### src/rtl/uart_tx_sched_if.sv
// uart_tx_sched_if: byte-source and uart_tx handshake bundle for uart_tx_sched.
//   i_req_valid / i_req_data / o_req_ready : NUM_REQ byte requesters,
//                                            byte k on i_req_data[8k+7:8k]
//   o_tx_valid / i_tx_ready / o_tx_data     : valid/ready port into uart_tx
//   i_tx_done                               : frame-complete strobe from uart_tx
// Signal names are as seen from the scheduler; the slave modport is the
// scheduler, the master modport is its environment.
interface uart_tx_sched_if #(
    parameter int NUM_REQ = 4
);
    logic [NUM_REQ-1:0]   i_req_valid;
    logic [NUM_REQ*8-1:0] i_req_data;
    logic [NUM_REQ-1:0]   o_req_ready;
    logic                 o_tx_valid;
    logic                 i_tx_ready;
    logic [7:0]           o_tx_data;
    logic                 i_tx_done;

    modport slave (
        input  i_req_valid, i_req_data, i_tx_ready, i_tx_done,
        output o_req_ready, o_tx_valid, o_tx_data
    );

    modport master (
        output i_req_valid, i_req_data, i_tx_ready, i_tx_done,
        input  o_req_ready, o_tx_valid, o_tx_data
    );
endinterface

### src/rtl/uart_tx_sched.sv
// uart_tx_sched: arbitrates NUM_REQ byte sources plus XOFF (0x13) / XON (0x11)
// flow-control characters onto a single uart_tx valid/ready port, then waits
// for the frame to finish and inserts a programmable idle gap.
// Ports:
//   i_clk, i_rst   : clock, asynchronous active-high reset
//   i_enable       : permits new grants (sampled in IDLE only)
//   bus            : requester and uart_tx handshake signals (slave modport)
//   i_xoff_send    : pulse, queue an XOFF
//   i_xon_send     : pulse, queue an XON
//   i_gap_cycles   : idle cycles inserted after each i_tx_done
//   o_busy         : registered, high whenever the FSM is not in IDLE
//   o_grant_id     : index of the last granted requester
//   o_ctrl_sent    : pulse on the uart_tx handshake of a control character
module uart_tx_sched #(
    parameter int NUM_REQ = 4,
    parameter int GAP_W   = 16
) (
    input  logic                       i_clk,
    input  logic                       i_rst,
    input  logic                       i_enable,
    uart_tx_sched_if.slave             bus,
    input  logic                       i_xoff_send,
    input  logic                       i_xon_send,
    input  logic [GAP_W-1:0]           i_gap_cycles,
    output logic                       o_busy,
    output logic [$clog2(NUM_REQ)-1:0] o_grant_id,
    output logic                       o_ctrl_sent
);
    localparam int          ID_W   = $clog2(NUM_REQ);
    localparam int unsigned NREQ_U = NUM_REQ;

    typedef enum logic [1:0] {
        S_IDLE,
        S_ISSUE,
        S_WAIT_DONE,
        S_GAP
    } state_t;

    state_t            state;
    logic              xoff_pend;
    logic              xon_pend;
    logic              is_ctrl;
    logic [GAP_W-1:0]  gap_cnt;
    logic [ID_W-1:0]   last;
    logic              tx_valid_q;
    logic [7:0]        tx_data_q;

    logic [7:0]        req_bytes [NUM_REQ];
    logic              rr_found;
    logic [ID_W-1:0]   rr_idx;
    logic [ID_W-1:0]   cand_idx;
    int unsigned       cand;
    logic              can_grant;
    logic              sel_xoff;
    logic              sel_xon;
    logic              sel_req;
    logic              xoff_nxt;
    logic              xon_nxt;

    for (genvar g = 0; g < NUM_REQ; g++) begin : g_bytes
        assign req_bytes[g] = bus.i_req_data[8*g +: 8];
    end

    // Round-robin search starting just after the last granted requester.
    always_comb begin
        rr_found = 1'b0;
        rr_idx   = '0;
        cand     = 0;
        cand_idx = '0;
        for (int unsigned i = 1; i <= NREQ_U; i++) begin
            cand = 32'(last) + i;
            if (cand >= NREQ_U) begin
                cand = cand - NREQ_U;
            end
            cand_idx = ID_W'(cand);
            if (!rr_found && bus.i_req_valid[cand_idx]) begin
                rr_found = 1'b1;
                rr_idx   = cand_idx;
            end
        end
    end

    // Reset gates the grant so o_req_ready reads zero while i_rst is held.
    assign can_grant = (state == S_IDLE) && i_enable && !i_rst;
    assign sel_xoff  = can_grant && xoff_pend;
    assign sel_xon   = can_grant && !xoff_pend && xon_pend;
    assign sel_req   = can_grant && !xoff_pend && !xon_pend && rr_found;

    always_comb begin
        bus.o_req_ready = '0;
        if (sel_req) begin
            bus.o_req_ready[rr_idx] = 1'b1;
        end
    end

    // A pulse for a flag that is already pending is absorbed: if that flag is
    // being captured this very cycle the result is cleared, not re-armed.
    always_comb begin
        xoff_nxt = xoff_pend && !sel_xoff;
        xon_nxt  = xon_pend && !sel_xon;
        if (i_xoff_send) begin
            xoff_nxt = !(xoff_pend && sel_xoff);
            xon_nxt  = 1'b0;
        end else if (i_xon_send) begin
            xon_nxt  = !(xon_pend && sel_xon);
            xoff_nxt = 1'b0;
        end
    end

    assign bus.o_tx_valid = tx_valid_q;
    assign bus.o_tx_data  = tx_data_q;
    assign o_ctrl_sent    = (state == S_ISSUE) && bus.i_tx_ready && is_ctrl;

    always_ff @(posedge i_clk or posedge i_rst) begin
        if (i_rst) begin
            state      <= S_IDLE;
            xoff_pend  <= 1'b0;
            xon_pend   <= 1'b0;
            is_ctrl    <= 1'b0;
            gap_cnt    <= '0;
            last       <= ID_W'(NUM_REQ - 1);
            tx_valid_q <= 1'b0;
            tx_data_q  <= '0;
            o_busy     <= 1'b0;
            o_grant_id <= '0;
        end else begin
            xoff_pend <= xoff_nxt;
            xon_pend  <= xon_nxt;
            unique case (state)
                S_IDLE: begin
                    if (sel_xoff || sel_xon || sel_req) begin
                        state      <= S_ISSUE;
                        o_busy     <= 1'b1;
                        tx_valid_q <= 1'b1;
                        is_ctrl    <= !sel_req;
                        if (sel_xoff) begin
                            tx_data_q <= 8'h13;
                        end else if (sel_xon) begin
                            tx_data_q <= 8'h11;
                        end else begin
                            tx_data_q  <= req_bytes[rr_idx];
                            last       <= rr_idx;
                            o_grant_id <= rr_idx;
                        end
                    end
                end
                S_ISSUE: begin
                    if (bus.i_tx_ready) begin
                        tx_valid_q <= 1'b0;
                        state      <= S_WAIT_DONE;
                    end
                end
                S_WAIT_DONE: begin
                    if (bus.i_tx_done) begin
                        if (i_gap_cycles == '0) begin
                            state  <= S_IDLE;
                            o_busy <= 1'b0;
                        end else begin
                            state   <= S_GAP;
                            gap_cnt <= i_gap_cycles;
                        end
                    end
                end
                S_GAP: begin
                    // Leaving on a count of 1 makes GAP last exactly i_gap_cycles.
                    if (gap_cnt == GAP_W'(1)) begin
                        state   <= S_IDLE;
                        o_busy  <= 1'b0;
                        gap_cnt <= '0;
                    end else begin
                        gap_cnt <= gap_cnt - GAP_W'(1);
                    end
                end
                default: begin
                    state  <= S_IDLE;
                    o_busy <= 1'b0;
                end
            endcase
        end
    end
endmodule
### src/flat_wrapper.sv
// flat-port wrapper written by rule: the top's interface ports become plain ports
module uart_tx_sched_flat 
#(
    parameter int NUM_REQ = 4,
    parameter int GAP_W   = 16
)
  (i_clk, i_rst, i_enable, i_xoff_send, i_xon_send, i_gap_cycles, o_busy, o_grant_id, o_ctrl_sent, bus_i_req_valid, bus_i_req_data, bus_i_tx_ready, bus_i_tx_done, bus_o_req_ready, bus_o_tx_valid, bus_o_tx_data);
  uart_tx_sched_if #(.NUM_REQ(NUM_REQ)) bus_i ();
  input  logic i_clk;
  input  logic i_rst;
  input  logic i_enable;
  input  logic i_xoff_send;
  input  logic i_xon_send;
  input  logic [GAP_W-1:0] i_gap_cycles;
  output logic o_busy;
  output logic [$clog2(NUM_REQ)-1:0] o_grant_id;
  output logic o_ctrl_sent;
  input wire logic [$bits(bus_i.i_req_valid)-1:0] bus_i_req_valid;
  input wire logic [$bits(bus_i.i_req_data)-1:0] bus_i_req_data;
  input wire logic [$bits(bus_i.i_tx_ready)-1:0] bus_i_tx_ready;
  input wire logic [$bits(bus_i.i_tx_done)-1:0] bus_i_tx_done;
  output wire logic [$bits(bus_i.o_req_ready)-1:0] bus_o_req_ready;
  output wire logic [$bits(bus_i.o_tx_valid)-1:0] bus_o_tx_valid;
  output wire logic [$bits(bus_i.o_tx_data)-1:0] bus_o_tx_data;
  assign bus_i.i_req_valid = bus_i_req_valid;
  assign bus_i.i_req_data = bus_i_req_data;
  assign bus_i.i_tx_ready = bus_i_tx_ready;
  assign bus_i.i_tx_done = bus_i_tx_done;
  assign bus_o_req_ready = bus_i.o_req_ready;
  assign bus_o_tx_valid = bus_i.o_tx_valid;
  assign bus_o_tx_data = bus_i.o_tx_data;
  uart_tx_sched #(.NUM_REQ(NUM_REQ), .GAP_W(GAP_W)) u_core (.i_clk(i_clk), .i_rst(i_rst), .i_enable(i_enable), .bus(bus_i), .i_xoff_send(i_xoff_send), .i_xon_send(i_xon_send), .i_gap_cycles(i_gap_cycles), .o_busy(o_busy), .o_grant_id(o_grant_id), .o_ctrl_sent(o_ctrl_sent));
endmodule
### config.mk
export PLATFORM = sky130hd
export DESIGN_NAME = uart_tx_sched_flat
export DESIGN_NICKNAME = d
export VERILOG_FILES = /design/src/rtl/uart_tx_sched_if.sv /design/src/rtl/uart_tx_sched.sv /design/src/flat_wrapper.sv
export SDC_FILE = /design/constraint.sdc
export NUM_CORES = 1
export LEC_CHECK = 0
export CORE_MARGIN = 10
export CORE_UTILIZATION = 45
export DETAILED_ROUTE_END_ITERATION = 10
export HOLD_SLACK_MARGIN = 0.05
export PLACE_DENSITY = 0.76
export REMOVE_ABC_BUFFERS = 1
export SLEW_MARGIN = 20
export SYNTH_ARGS = -nofsm -noshare
export SYNTH_HDL_FRONTEND = slang
export SYNTH_SLANG_ARGS = --single-unit
### constraint.sdc
create_clock -name i_clk -period 2.6 [get_ports i_clk]
set_input_delay 0.52 -clock i_clk [delete_from_list [all_inputs] [get_ports i_clk]]
set_output_delay 0.52 -clock i_clk [all_outputs]
set_load 0.005 [all_outputs]
==> results of run 1 <==
[cells by family after synthesis]
kind of cell	count (synthesis)	synth area share
xor+xnor	2	0.007916
simple gates	89	0.2182
flops	35	0.3968
compound gates	71	0.2222
fa+ha+maj	2	0.01130
mux	19	0.09214
buf+inv	25	0.05144
[sequential cells by signal, summed over array words and instances, names as in the netlist]
name	cells
u_core.bus.o_tx_data	8
u_core.bus.o_tx_valid	1
u_core.gap_cnt	16
u_core.is_ctrl	1
u_core.last	2
u_core.o_busy	1
u_core.o_grant_id	2
u_core.state	2
u_core.xoff_pend	1
u_core.xon_pend	1
[power breakdown]
part	internal, mW	switching [mW]
Clock	0.214	0.203
Combinational	0.784	0.822
Sequential	0.775	0.192
[final cells by class]
cell class | count | area [µm²] | share of cell area
sequential | 35 | 878.3 | 0.2610
inverter | 11 | 41.29 | 0.01227
clock inverter | 1 | 5.005 | 0.001487
multi-input combinational | 183 | 1254 | 0.3725
clock buffer | 7 | 86.33 | 0.02565
tap | 67 | 83.83 | 0.02491
timing repair buffer | 112 | 1017 | 0.3022
[critical path, cell delays in order]
cell             delay [ns]
dlygate4sd2_1          0.24
or4_4                  0.55
nand2_2                0.11
buf_4                  0.12
nor3_4                 0.04
buf_6                  0.14
nand2b_4               0.07
nor2_1                 0.04
clkdlybuf4s15_1        0.20
[synth_stat cells (all sizes together) (2+ instances only)]
| library cell | n |
|---|---|
| mux2i | 17 |
| a32oi | 3 |
| nor4 | 7 |
| dfstp | 2 |
| o311ai | 2 |
| nor3 | 8 |
| nand2b | 4 |
| o221ai | 5 |
| or4 | 4 |
| o22ai | 3 |
| nor3b | 2 |
| o22a | 2 |
| nor2 | 28 |
| inv | 11 |
| a211oi | 2 |
| clkbuf | 8 |
| dfrtp | 33 |
| nand2 | 24 |
| o211ai | 4 |
| a21oi | 18 |
| or3 | 3 |
| o41ai | 2 |
| buf | 6 |
| nor4b | 2 |
| o21ai | 17 |
| a22oi | 3 |
| ha | 2 |
| a221o | 2 |
[repair_timing]
action	CTS	global route
setup buffers	13	2
gates resized for setup	14	11
pin swaps	8	5
hold endpoints to repair	0	0
setup endpoints to repair	4	7
[per-stage QoR]
step | hold WS, ns | power, mW | utilization | setup WS, ns
after detailed placement | 0.4665 | 2.553 | 0.6647 | -0.2813
final | 0.4883 | 2.990 | 0.7079 | 0.06444
after floorplan | 0.4616 | 1.900 | - | -0.8273
after CTS | 0.4958 | 2.993 | 0.7063 | -0.01546
after global routing | 0.5304 | 3.236 | 0.7079 | -0.0008318
after global placement | 0.4564 | 2.500 | 0.6647 | -0.2552
[metal layers]
layer,track usage,part of all wire,vias to the layer above
met5,0,0,-
met4,0.05836,0.014,0
met1,0.2106,0.44,1122
li1,-,-,1112
met3,0.04406,0.077,9
met2,0.2912,0.47,112
[worst paths after layout]
| kind | endpoint | slack, ns | from |
|---|---|---|---|
| worst min register to register | u_core.bus.o_tx_data[5] | 0.49 | u_core.bus.o_tx_data[5] |
| min in group asynchronous | u_core.xon_pend | 0.50 | i_rst |
| worst min-delay path | u_core.bus.o_tx_data[5] | 0.49 | u_core.bus.o_tx_data[5] |
| worst max register to register | u_core.bus.o_tx_data[0] | 0.17 | u_core.state[0] |
| worst max-delay path | bus_o_req_ready[0] | 0.06 | bus_i_req_valid[0] |
| max in group asynchronous | u_core.last[1] | 1.74 | i_rst |
==> flow_summary_export.csv, run 1 <==
group,metric,value,unit
outcome,status,"finished clean",
drt,drt-pass1-iter-count,4,
timing,period_share,0.9752,
placed_design,dpl-instance-area,0.003161,mm²
drt,num_vias,2355,
clock_tree,hold_buffers,0,
floorplan,start_util,0.4655,
floorplan,die_area,0.008123,mm²
cells_and_area,num_antenna_cells,0,
yosys,synth-edff-count,0,
cells_and_area,mostFrequentLayoutCell,"clkdlybuf4s50_1",
yosys,synth.yosys.seq_area_share,0.3968,
grt,antenna_found_initial,0,
worst_setup_path,r2r_cells,11,
clock_tree,cts.clk_slew.worst_paths,0.07,ns
timing,fin_crit,2.536,ns
timing,tightest_slew,0.5548,ns
timing,max_slew_margin,0.6288,
drt,route.detailed.drc,0,
yosys,synth_area_leader_cell,"dfrtp_1",
power_and_ir_drop,p_leak,1.454,nW
drt,ant_nets,0,
worst_setup_path,critical_path_class,"in2out",
yosys,synth_top_area_share,0.3731,
timing,drv_slew,0,
grt,grt-ovfl-total,0,
worst_setup_path,crit_fanout,3,
timing,skew,0.006716,ns
placed_design,io_buffers,75,
yosys,synthFlopType,"dfrtp_1",
floorplan,die_y,90.13,µm
worst_setup_path,critPathCaptureType,"output port",
drt,wl_per_cell,17.25,µm
power_and_ir_drop,peakVddDrop,551.6,µV
timing,setup-violations-final,0,
timing,final_hold_viol_count,0,
hold_path,whs_path_depth,2,
timing,fmax,394.4,MHz
clock_tree,clock_latency,0.30,ns
cells_and_area,finalNonFillerCells,416,
clock_tree,clockBufferDepth,2,
clock_tree,cts_buffers,5,
yosys,synthCells,243,
drt,viasPerCell,5.661,
yosys,async_flop_share,1.000,
drt,drt_iter0_drc,148,
floorplan,core,0.004755,mm²
cells_and_area,postLayoutCellArea,0.003366,mm²
cells_and_area,nNetsFinal,409,
cells_and_area,layout_common_cells,"clkdlybuf4s50_1 (65), buf_4 (35), dfrtp_1 (33)",
placed_design,post-place-cells,395,
yosys,synth.distinct_cells,58,
yosys,syn_area_per_cell,9.109,µm²
yosys,synth_area,0.002213,mm²
run,drv_cap,0,
cells_and_area,drive_gt1_frac,0.1948,
grt,grt_pass1_vias,2351,
yosys,synth-warning-count,0,
power_and_ir_drop,powerDensity,888.3,mW/mm²
clock_tree,clock-sinks,35,
floorplan,ioPinCount,76,
timing,tns,0,ns
grt,grt_first_pass_wirelength,11.77,mm
floorplan,fp.dieW,90.13,µm
placed_design,dpl.hpwl,5.334,mm
worst_setup_path,crit_arrival,2.02,ns
worst_setup_path,cp-start-kind,"primary input",
grt,grt_max_degree,36,
yosys,yosys-top-cells-area,"dfrtp_1 (37%), mux2i_1 (7.7%), nor2_1 (4.7%)",
clock_tree,root_buffer,"clkbuf_8",
clock_tree,cts_tree,"yes",
yosys,ys_seq_elements,35,
worst_setup_path,required,2.08,ns
drt,finalWirelength,7.176,mm
grt,groute.usage.overall,0.1735,
cells_and_area,synthToLayoutAreaGrowth,52.06,%
clock_tree,htree_levels,2,
cells_and_area,n_fill_cell,384,
floorplan,num_rows,25,
hold_path,worstHoldPathType,"reg2reg",
placed_design,globalplace.congestion,0.8624,
(Power assumes the default switching activity.)
==> run 2: changes to the inputs <==
ABC_AREA = 1   (was unset)
CORE_MARGIN = 2   (was 10)
PLACE_DENSITY = 0.74   (was 0.76)
==> flow_summary_export.csv, run 2 <==
group,metric,value,unit
outcome,status,"finished, violations left",
outcome,violations,"negative setup slack",
cells_and_area,mostFrequentLayoutCell,"nand2_1",
timing,drv_slew,0,
clock_tree,hold_buffers,0,
yosys,syn_area_per_cell,6.633,µm²
clock_tree,clock_latency,0.29,ns
worst_setup_path,worstPathCellList,"buf_12, buf_12, nand2_4, nand2_1, nand2_1, nand2_2, nand2_4, nand2_2, nand2_2, nand3_4, inv_2, nor3_4, buf_2",
clock_tree,cts_tree,"yes",
drt,drt_iter0_drc,117,
yosys,synth_top_family_by_area,"simple AND/OR/NAND/NOR gates",
hold_path,worstHoldPathType,"reg2reg",
timing,tightest_slew,0.4484,ns
timing,fmax,380.7,MHz
drt,wl_met3,573,µm
floorplan,fp.dieW,79.33,µm
floorplan,core,0.005507,mm²
yosys,synth-warning-count,0,
yosys,yosys-top-cells-area,"dfrtp_1 (32%), nand2_1 (21%), inv_1 (5.7%)",
placed_design,dpl-instance-area,0.003513,mm²
timing,setup-violations-final,3,
yosys,synth_area_leader_cell,"dfrtp_1",
clock_tree,clock-sinks,35,
cells_and_area,nNetsFinal,553,
timing,max_slew_margin,0.7011,
drt,drt-pass1-iter-count,4,
clock_tree,htree_levels,2,
drt,ant_nets,0,
yosys,synth_top_area_share,0.3234,
floorplan,num_rows,27,
grt,groute.usage.overall,0.2419,
worst_setup_path,required,2.08,ns
worst_setup_path,cp-start-kind,"register",
grt,grt_first_pass_wirelength,12.23,mm
cells_and_area,regMostFlops,"u_core.gap_cnt",
floorplan,die_area,0.006293,mm²
power_and_ir_drop,finalPower,5.176,mW
floorplan,die_y,79.33,µm
cells_and_area,layout_common_cells,"nand2_1 (123), clkdlybuf4s50_1 (69), inv_1 (38)",
yosys,synthCells,385,
yosys,synth.distinct_cells,41,
yosys,ys_top_cells_by_count,"nand2_1 (146), inv_1 (39), nor2_1 (35)",
yosys,synth-simple-area-share,0.4174,
yosys,synth_mux_area_frac,0,
drt,wl_met2,3.969,mm
worst_setup_path,crit_fanout,5,
placed_design,dpl.hpwl,5.373,mm
worst_setup_path,critPathMostFrequentCell,"nand2_2",
worst_setup_path,crit_arrival,2.11,ns
timing,period_share,1.010,
drt,wl_per_cell,13.80,µm
yosys,synth.yosys.seq_area_share,0.3439,
clock_tree,clockBufferDepth,2,
timing,fin_crit,2.627,ns
drt,num_vias,2900,
yosys,async_flop_share,1.000,
placed_design,post-place-ws,-0.3618,ns
yosys,synth-edff-count,0,
drt,highest_layer,"met4",
worst_setup_path,critPathCaptureType,"output port",
cells_and_area,n_fill_cell,446,
timing,final_hold_viol_count,0,
cells_and_area,synthToLayoutAreaGrowth,54.09,%
clock_tree,root_buffer,"clkbuf_8",
drt,finalWirelength,7.796,mm
floorplan,ioPinCount,76,
power_and_ir_drop,powerDensity,1315,mW/mm²
worst_setup_path,cp_slowest_stage_delay,0.58,ns
floorplan,start_util,0.4638,
grt,grt-ovfl-total,0,
drt,m1WireLength,3.077,mm
yosys,ys_seq_elements,35,
yosys,synth-xor-area-share,0.02058,
yosys,yosysMostFrequentCell,"nand2_1",
yosys,synth-compound-area-share,0.1191,
cells_and_area,postLayoutCellArea,0.003935,mm²
placed_design,io_buffers,75,
grt,grt_max_degree,36,
worst_setup_path,critical_path_class,"reg2out",
clock_tree,cts_buffers,5,
cells_and_area,post-route-util,0.7146,
yosys,synth_area,0.002554,mm²
clock_tree,cts.clk_slew.worst_paths,0.07,ns
grt,grt_pass1_vias,2818,
placed_design,globalplace.congestion,0.8610,
drt,route.detailed.drc,0,
power_and_ir_drop,p_leak,1.957,nW
timing,post-route-worst-setup-slack,-0.02669,ns
cells_and_area,num_antenna_cells,0,
cells_and_area,largest_reg_flops,16,
grt,antenna_found_initial,0,
power_and_ir_drop,peakVddDrop,1067,µV
drt,viasPerCell,5.133,
cells_and_area,drive_gt1_frac,0.2150,
run,drv_cap,0,
yosys,synthFlopType,"dfrtp_1",
timing,skew,0.002781,ns
worst_setup_path,cp_slowest_cell,"dfstp_2",
yosys,synthAdderAreaFrac,0.009799,
timing,rsz0062_at_grt,"true",
==> run 2: cell types whose count changed in the layout (fill, tap and decap cells not counted), sizes merged, moves of 4 or more <==
cell,change
nand2,+133
inv,+34
nand3,+25
mux2i,-17
nor2,+12
a21oi,-9
nand4,+6
dlygate4sd2,-5
nor4,-5
clkbuf,-4
clkdlybuf4s50,+4
nand2b,-4
or4,-4
==> run 2: cell type report <==
cell class,instances,area (µm²),area share
multi-input combinational,297,1658,0.4213
timing repair buffer,108,1020,0.2591
sequential,35,878.3,0.2232
inverter,45,176.4,0.04483
tap,72,90.09,0.02289
clock buffer,5,68.82,0.01749
clock inverter,3,43.79,0.01113
==> run 2: path summary, 6_finish.rpt <==
path | start | endpoint | slack (ns) | cells past startpoint
max | u_core.last[0] | bus_o_req_ready[0] | -0.03 | 13
max in group asynchronous | i_rst | u_core.last[1] | 1.58 | 3
min | u_core.o_busy | u_core.o_busy | 0.48 | 2
min in group asynchronous | i_rst | u_core.bus.o_tx_valid | 0.67 | 3
max reg2reg | u_core.last[0] | u_core.bus.o_tx_data[4] | 0.23 | 16
min reg2reg | u_core.o_busy | u_core.o_busy | 0.48 | 2
==> run 2: timing repair <==
action	CTS	global route
pin swaps	10	21
setup endpoints to repair	4	4
gates resized for setup	29	48
buffers inserted	9	2
==> run 2: metrics by stage <==
step           hold WS (ns)  instances   TNS, ns
2_1_floorplan        0.4654        377         0
4_1_cts              0.4819        564  -0.03980
3_5_place_dp         0.4640        547    -1.352
5_1_grt              0.5066        565   -0.5060
3_3_place_gp         0.4639        547    -1.250
6_report             0.4773        565  -0.06925
==> run 2: where the power goes <==
group	switching [mW]	internal [mW]
clock network	0.211	0.285
logic	2.11	1.55
registers	0.202	0.815
==> run 2: cells by family after synthesis <==
kind of cell / Yosys count
xor+xnor: 6
simple gates: 241
flops: 35
fa+ha+maj: 2
buf+inv: 53
compound gates: 48
==> run 2: critical path: cells and delay by family, from the launching register on <==
| family | cells | cell delay, ns |
|---|---|---|
| simple gates | 9 | 0.79 |
| flops | 1 | 0.58 |
| buf+inv | 4 | 0.44 |
==> run 2: routing by layer <==
metal,GRT usage,vias up
li1,-,1446
met5,0,-
met3,0.06705,17
met1,0.2828,1328
met2,0.4356,109
met4,0.06034,0
==> run 3: changes to the inputs <==
RECOVER_POWER = 50   (was unset)
SLEW_MARGIN = unset   (was 20)
==> flow_summary_export.csv, run 3 (synthesized netlist as in run 2, its figures left out) <==
group,metric,value,unit
outcome,violations,"negative setup slack",
drt,finalWirelength,7.797,mm
clock_tree,clockBufferDepth,2,
worst_setup_path,critPathCaptureType,"output port",
worst_setup_path,crit_arrival,2.11,ns
power_and_ir_drop,finalPower,5.163,mW
timing,setup-violations-final,3,
power_and_ir_drop,p_leak,1.966,nW
cells_and_area,regMostFlops,"u_core.gap_cnt",
worst_setup_path,r2r_setup_slack,0.23,ns
timing,post-route-worst-setup-slack,-0.02669,ns
floorplan,die_y,79.33,µm
floorplan,core,0.005507,mm²
worst_setup_path,cp-start-kind,"register",
worst_setup_path,crit_fanout,5,
timing,whs,0.4719,ns
floorplan,num_rows,27,
worst_setup_path,worstPathCellList,"buf_12, buf_12, nand2_4, nand2_1, nand2_1, nand2_2, nand2_4, nand2_2, nand2_2, nand3_4, inv_2, nor3_4, buf_2",
floorplan,start_util,0.4638,
timing,max_slew_margin,0.4166,
timing,drv_slew,0,
drt,drt-pass1-iter-count,4,
floorplan,die_area,0.006293,mm²
power_and_ir_drop,powerDensity,1313,mW/mm²
grt,grt_first_pass_wirelength,12.23,mm
worst_setup_path,required,2.08,ns
clock_tree,htree_levels,2,
timing,tns,-0.06925,ns
timing,final_hold_viol_count,0,
grt,antenna_found_initial,0,
worst_setup_path,cp_slowest_cell,"dfstp_2",
drt,num_vias,2900,
timing,period_share,1.010,
timing,fmax,380.7,MHz
worst_setup_path,cp_slowest_stage_delay,0.58,ns
placed_design,globalplace.congestion,0.8610,
timing,fin_crit,2.627,ns
cells_and_area,largest_reg_flops,16,
drt,route.detailed.drc,0,
clock_tree,root_buffer,"clkbuf_8",
drt,viasPerCell,5.133,
grt,grt_pass1_vias,2818,
timing,rsz0062_at_grt,"true",
clock_tree,cts_buffers,5,
placed_design,io_buffers,75,
outcome,status,"finished, violations left",
placed_design,dpl-instance-area,0.003513,mm²
clock_tree,clock_latency,0.29,ns
grt,grt-ovfl-total,0,
cells_and_area,layout_common_cells,"nand2_1 (123), clkdlybuf4s50_1 (64), inv_1 (38)",
clock_tree,hold_buffers,0,
cells_and_area,mostFrequentLayoutCell,"nand2_1",
worst_setup_path,critPathMostFrequentCell,"nand2_2",
drt,ant_nets,0,
grt,groute.usage.overall,0.2419,
power_and_ir_drop,peakVddDrop,1067,µV
clock_tree,clock-sinks,35,
hold_path,worstHoldPathType,"reg2reg",
cells_and_area,postLayoutCellArea,0.003933,mm²
drt,drt_iter0_drc,114,
floorplan,ioPinCount,76,
cells_and_area,drive_gt1_frac,0.2150,
placed_design,dpl.hpwl,5.373,mm
clock_tree,cts_tree,"yes",
worst_setup_path,critical_path_class,"reg2out",
cells_and_area,nNetsFinal,553,
timing,tightest_slew,0.8750,ns
grt,grt_max_degree,36,
clock_tree,cts.clk_slew.worst_paths,0.07,ns
floorplan,fp.dieW,79.33,µm
cells_and_area,num_antenna_cells,0,
timing,skew,0.002781,ns
run,drv_cap,0,
drt,wl_per_cell,13.80,µm
cells_and_area,synthToLayoutAreaGrowth,53.99,%
[run 3: changes by cell type in the layout (fill, tap and decap cells not counted), sizes merged]
cell           before  now
dlygate4sd3         0    5
clkdlybuf4s50      69   64
clkbuf              6    7
buf                36   35
[run 3: power breakdown]
group	internal, mW	total (mW)	switching, mW
Combinational	1.54	3.65	2.11
Clock	0.285	0.496	0.211
Sequential	0.815	1.02	0.201
[run 3: worst max-delay path, delay by kind of cell (launching register included)]
kind	cells	cell delay [ns]
and+or+nand+nor	9	0.79
DFF	1	0.58
buffers and inverters	4	0.44
[run 3: final cells by class]
| cell class | count | area (µm²) |
|---|---|---|
| clock buffers | 5 | 68.82 |
| clock inverters | 3 | 43.79 |
| fillers | 447 | 1574 |
| inverters | 45 | 176.4 |
| multi-input cells | 297 | 1658 |
| flip-flops and latches | 35 | 878.3 |
| well taps | 72 | 90.09 |
| repair buffers | 108 | 1017 |
[run 3: timing repair]
item                       4_1_cts  5_1_grt
setup endpoints to repair        4        4
pin swaps                       10       21
resized for setup               29       48
setup buffers                    9        2
[run 3: worst paths after layout]
kind / startpoint / to / cells after the start
worst max-delay path: u_core.last[0] / bus_o_req_ready[0] / 13
worst min-delay path: u_core.o_busy / u_core.o_busy / 2
worst max register to register: u_core.last[0] / u_core.bus.o_tx_data[4] / 16
worst min register to register: u_core.o_busy / u_core.o_busy / 2
max in group asynchronous: i_rst / u_core.gap_cnt[5] / 3
min in group asynchronous: i_rst / u_core.bus.o_tx_valid / 3
[run 3: routing by layer]
layer | up-vias | GRT usage | wire (µm) | part of all wire
met3 | 17 | 0.06705 | 573 | 0.073
met5 | - | 0 | 0 | 0
met4 | 0 | 0.06034 | 175 | 0.022
li1 | 1446 | - | - | -
met1 | 1328 | 0.2828 | 3079 | 0.39
met2 | 109 | 0.4356 | 3968 | 0.51
[run 3: per-stage QoR]
stage / setup slack, ns / std cells / util
6_report: -0.02669 / 565 / 0.7142
2_1_floorplan: 0.4098 / 377 / -
3_5_place_dp: -0.3618 / 547 / 0.6380
3_3_place_gp: -0.3376 / 547 / 0.6380
4_1_cts: -0.03980 / 564 / 0.6833
5_1_grt: -0.1381 / 565 / 0.7142
